[src/rtl/hls_fp16_to_fp32_conv_pipe.sv]
// Two-stage fp16 -> fp32 widening converter with valid/ready handshakes on both sides.
// Every fp16 code maps exactly onto fp32. S1 classifies and normalizes; S2 packs the fp32 word.
module hls_fp16_to_fp32_conv_pipe #(
  parameter int NAN_QUIET = 1
) (
  input  logic        nvdla_core_clk,
  input  logic        nvdla_core_rst,
  input  logic        chn_a_vld,
  output logic        chn_a_rdy,
  input  logic [15:0] chn_a_pd,
  output logic        chn_o_vld,
  input  logic        chn_o_rdy,
  output logic [31:0] chn_o_pd,
  output logic        idle
);

  // Returns the index of the most significant set bit of a 10-bit fraction.
  function automatic logic [3:0] lod10(input logic [9:0] f);
    logic [3:0] p;
    p = '0;
    for (int i = 0; i < 10; i++) begin
      if (f[i]) p = 4'(i);
    end
    return p;
  endfunction

  // Drops the leading one at index p and left-aligns the bits below it.
  function automatic logic [9:0] norm_man(input logic [9:0] f, input logic [3:0] p);
    logic [19:0] t;
    t = {10'b0, f} << (4'd10 - p);
    return t[9:0];
  endfunction

  logic        vld_p1, vld_p1_d;
  logic        sign_p1, sign_p1_d;
  logic        nan_p1, nan_p1_d;
  logic [7:0]  exp_p1, exp_p1_d;
  logic [9:0]  man_p1, man_p1_d;
  logic        vld_p2, vld_p2_d;
  logic [31:0] pd_p2, pd_p2_d;

  logic        s2_adv;
  logic        a_acc;
  logic [4:0]  exp_a;
  logic [9:0]  frac_a;
  logic [3:0]  lead_a;
  logic        nan_c;
  logic [7:0]  exp_c;
  logic [9:0]  man_c;
  logic [22:0] quiet_p1;

  always_comb begin
    s2_adv    = !vld_p2 || chn_o_rdy;
    chn_a_rdy = !vld_p1 || s2_adv;
    a_acc     = chn_a_vld && chn_a_rdy;

    // ---- stage 1: classify, leading-one detect, normalize ----
    exp_a  = chn_a_pd[14:10];
    frac_a = chn_a_pd[9:0];
    lead_a = lod10(frac_a);
    nan_c  = 1'b0;
    exp_c  = 8'd0;
    man_c  = 10'd0;
    if (exp_a == 5'd31) begin
      exp_c = 8'hFF;
      man_c = frac_a;
      nan_c = (frac_a != 10'd0);
    end else if (exp_a != 5'd0) begin
      exp_c = {3'b0, exp_a} + 8'd112;
      man_c = frac_a;
    end else if (frac_a != 10'd0) begin
      exp_c = {4'b0, lead_a} + 8'd103;
      man_c = norm_man(frac_a, lead_a);
    end

    vld_p1_d  = chn_a_rdy ? chn_a_vld : vld_p1;
    sign_p1_d = a_acc ? chn_a_pd[15] : sign_p1;
    nan_p1_d  = a_acc ? nan_c : nan_p1;
    exp_p1_d  = a_acc ? exp_c : exp_p1;
    man_p1_d  = a_acc ? man_c : man_p1;

    // ---- stage 2: assemble fp32 word ----
    quiet_p1 = {(nan_p1 && (NAN_QUIET != 0)), 22'b0};
    vld_p2_d = s2_adv ? vld_p1 : vld_p2;
    pd_p2_d  = (s2_adv && vld_p1) ? {sign_p1, exp_p1, ({man_p1, 13'b0} | quiet_p1)} : pd_p2;
  end

  always_ff @(posedge nvdla_core_clk) begin
    if (nvdla_core_rst) begin
      vld_p1  <= 1'b0;
      sign_p1 <= 1'b0;
      nan_p1  <= 1'b0;
      exp_p1  <= 8'd0;
      man_p1  <= 10'd0;
      vld_p2  <= 1'b0;
      pd_p2   <= 32'd0;
    end else begin
      vld_p1  <= vld_p1_d;
      sign_p1 <= sign_p1_d;
      nan_p1  <= nan_p1_d;
      exp_p1  <= exp_p1_d;
      man_p1  <= man_p1_d;
      vld_p2  <= vld_p2_d;
      pd_p2   <= pd_p2_d;
    end
  end

  assign chn_o_vld = vld_p2;
  assign chn_o_pd  = pd_p2;
  assign idle      = !vld_p1 && !vld_p2;

endmodule

[config.mk]
export PLATFORM = sky130hd
export DESIGN_NAME = hls_fp16_to_fp32_conv_pipe
export DESIGN_NICKNAME = d
export VERILOG_FILES = /design/src/rtl/hls_fp16_to_fp32_conv_pipe.sv
export SDC_FILE = /design/constraint.sdc
export NUM_CORES = 1
export LEC_CHECK = 0
export CORE_ASPECT_RATIO = 0.8
export CORE_MARGIN = 2
export CORE_UTILIZATION = 38
export CTS_BUF_LIST = sky130_fd_sc_hd__clkbuf_16
export DETAILED_ROUTE_END_ITERATION = 8
export GPL_ROUTABILITY_DRIVEN = 0
export SETUP_SLACK_MARGIN = 0.1
export SLEW_MARGIN = 40
export SYNTH_ARGS = -nofsm -noshare
export SYNTH_HDL_FRONTEND = slang
export SYNTH_SLANG_ARGS = --single-unit
export TNS_END_PERCENT = 100
[constraint.sdc]
create_clock -name nvdla_core_clk -period 2.4 [get_ports nvdla_core_clk]
set_input_delay 0.24 -clock nvdla_core_clk [delete_from_list [all_inputs] [get_ports nvdla_core_clk]]
set_output_delay 0.24 -clock nvdla_core_clk [all_outputs]
set_load 0.02 [all_outputs]
==> flow_metrics.py <==
metrics = {
    "power": {
        "p_int_mw": 1.25,
        "switching_share_pct": 28.0,
        "max-vdd-ir-drop_uv": 347,
        "power.switching_mw": 0.484,
        "p_per_area_nw_per_um2": 559,
        "total_power_mw": 1.73,
        "seq_power_share_pct": 40.6,
        "pwr-share-clk_pct": 35.4,
        "p_comb_share_pct": 23.9,
        "power_leakage_nw": 1.24,
    },
    "placement": {
        "numPortBuffers": 41,
        "dp_hpwl_um": 4450,
        "placedInstanceArea_um2": 2880,
    },
    "routing": {
        "wire_per_inst_um": 13.8,
        "drt_iter0_markers": 134,
        "remaining_drc_errors": 0,
        "drtPass1Iterations": 7,
        "final_antenna_net_count": 0,
        "viasPerCell": 5.15,
        "vias": 2226,
        "drt_wl_total_um": 5970,
    },
    "hold_path": {
        "min_path_type": "register to register",
        "hold_depth": 2,
        "hp-start": "man_p1[2]",
        "hold_end": "chn_o_pd[15]",
    },
    "final_layout": {
        "area_growth_pct": 39.3,
        "nNetsFinal": 375,
        "regArea_um2": 781,
        "multi_input_area_um2": 1340,
        "drive_above_1_share_pct": 19.2,
        "antenna_cells": 0,
        "fillCellCount": 522,
        "final_core_util_pct": 55.7,
        "design_area_um2": 3100,
    },
    "timing": {
        "rsz0062_at_grt": "true",
        "whs_ns": 0.451,
        "final.period_utilization_pct": 94.4,
        "fmax_mhz": 441,
        "worst_slew_pin_slew_ns": 0.604,
        "skew_ns": 0.00318,
        "finalSetupViolations": 0,
        "relSlewSlack_pct": 59.6,
        "min_period_ns": 2.27,
        "hold_violations": 0,
        "finalSetupTns_ns": 0,
        "maxSlewViolCount": 0,
    },
    "grt": {
        "overflow": 0,
        "grt.total_usage_pct": 19.3,
        "antenna_found_initial": 0,
        "grt_pass1_wl_um": 9760,
        "grt_start_max_net_pins": 40,
        "first_global_vias": 2012,
    },
    "logic_synthesis": {
        "async_flop_share_pct": 0,
        "synth_area_per_cell_um2": 7.80,
        "yosys.area.top_type": "dfxtp_1",
        "synth_area_leaders": "dfxtp_1 (35%), nand2_1 (8.3%), a21oi_1 (7.7%)",
        "yosysWarnings": 0,
        "synth_edf_count": 0,
        "yosysMostFrequentCell": "nand2_1",
        "yosysSeqAreaShare_pct": 35.1,
        "synthDistinctLibCells": 59,
        "synth_top_flop_cell": "dfxtp_1",
        "syn-cell-area_um2": 2220,
        "synth_top_area_share_pct": 35.1,
        "syn-instance-count": 285,
        "synth_common_cells": "nand2_1 (49), dfxtp_1 (39), a21oi_1 (34), nor2_1 (27), buf_4 (15)",
        "ys_seq_elements": 39,
    },
    "worst_setup_path": {
        "worstReg2RegStart": "vld_p1",
        "rr_endpoint": "exp_p1[4]",
        "regToRegSetupSlack_ns": 0.84,
        "path_class": "input port to register",
        "endpoint_kind": "register",
        "path_cells": "clkdlybuf4s50_1 -> buf_4 -> or4_4 -> nor3_4 -> buf_4 -> a31o_2 -> a311oi_1 -> nor3_1 -> nor3_1",
        "worst-path-max-fanout": 6,
        "critical_path.top_delay_family": "simple AND/OR/NAND/NOR gates",
        "crit_path_top_delay_cell": "or4_4",
        "worstPathRequired_ns": 2.55,
        "critPathArrivalTime_ns": 2.41,
        "cp_num_buf_inv": 3,
        "start_kind": "input port",
        "r2r_cells": 6,
        "critPathMaxStageDelay_ns": 0.58,
    },
    "clock_tree": {
        "cts_buffers": 5,
        "cts_max_level": 2,
        "cts_tree": "done",
        "clkLatencyLatePin_ns": 0.28,
        "clk_pin_slew_worst_paths_ns": 0.05,
        "cts-root-buf": "clkbuf_16",
        "clk_path_buf_depth": 2,
        "clock_sinks": 39,
    },
    "die": {
        "ioPinCount": 55,
        "placement_rows": 24,
        "die-area_um2": 6480,
        "die_y_um": 72.4,
        "design.core.area_um2": 5560,
        "fp.dieW_um": 89.5,
        "initial_core_util_pct": 40.0,
    },
    "outcome": {
        "status": "finished clean",
    },
    "job": {
        "cap_violations": 0,
    },
}
==> placed cells by master, fill, tap and decap left out, types with 3 or more instances in the layout <==
cell             netlist  layout
buf_4                 15      36
clkdlybuf4s50_1        0      37
dfxtp_1               39      39
inv_1                  8      10
nor3_1                11      10
o21ai_0               12      12
conb_1                 1      13
a21oi_1               34      34
clkbuf_16              0       5
nor2b_1                3       3
nand3_1                3       3
a31oi_1                4       4
nand2_1               49      49
nor2_1                27      26
nand2b_1               3       3
a211o_1                5       5
==> state kept, by name, summed over array words and instances, names as in the netlist <==
register	flops
sign_p1	1
exp_p1	7
man_p1	10
nan_p1	1
chn_o_vld	1
chn_o_pd	18
vld_p1	1
==> logic make-up after synthesis <==
family,count (synthesis),share of synthesized area [%]
AO/OA/AOI/OAI,85,24.9
AND/OR/NAND/NOR,113,24.6
buffers and inverters,39,9.29
other,1,0.169
multiplexers,3,1.91
flip-flops,39,35.1
XOR/XNOR,3,2.87
adder cells (fa/ha/maj),2,1.13
==> layout make-up <==
class	instances	area share [%]
timing repair buffer	79	22.8
inverter	9	1.09
multi-input combinational	219	43.3
clock buffer	5	4.04
clock inverter	3	0.404
sequential	39	25.2
tap	78	3.15
==> stage by stage <==
step | setup WS (ns) | std cells
finish | 0.134 | 432
global route | 0.0373 | 432
CTS | 0.109 | 431
detailed placement | -0.269 | 423
global placement | -0.215 | 423
floorplan | 0.155 | 297
==> how the worst max path moves through the flow <==
stage	slack (ns)	startpoint	end	depth (start not counted)
3_5_place_dp	-0.27	chn_a_pd[6]	man_p1[2]	10
2_1_floorplan	0.15	chn_a_pd[6]	man_p1[3]	10
6_report	0.13	chn_a_pd[5]	exp_p1[3]	9
3_3_place_gp	-0.22	chn_a_pd[6]	man_p1[8]	12
4_1_cts	0.11	chn_a_pd[4]	man_p1[8]	12
5_1_grt	0.04	chn_a_pd[2]	man_p1[0]	10
==> timing repair <==
action                                  4_1_cts  5_1_grt
hold buffers                                  0        0
pin swaps                                     0       10
gates resized for setup                       4       13
endpoints found under the setup margin        4       11
setup buffers                                 0        1
==> layer usage <==
metal / vias up / part of all wire (%) / routed length, um / track usage [%]
li1: 1117 / - / - / -
met1: 1014 / 50 / 2970 / 29.7
met2: 88 / 43 / 2580 / 28.1
met3: 7 / 6.3 / 376 / 4.21
met4: 0 / 0.65 / 39 / 2.99
met5: - / 0 / 0 / 0
==> worst register-to-register path: cells and delay by family, from the launching register on <==
family / cells / cell delay (ns)
AO/OA/AOI/OAI: 3 / 0.74
flip-flops: 1 / 0.33
AND/OR/NAND/NOR: 3 / 0.37
==> power groups by stage <==
stage                     registers (mW)  logic [mW]  clock network, mW
after floorplan                    0.726       0.233                  0
after global placement             0.717       0.393                  0
after detailed placement           0.717       0.393                  0
after CTS                          0.703       0.395              0.627
after global routing               0.708       0.451              0.658
final                              0.703       0.414              0.613
Power figures use the tool's default switching activity.
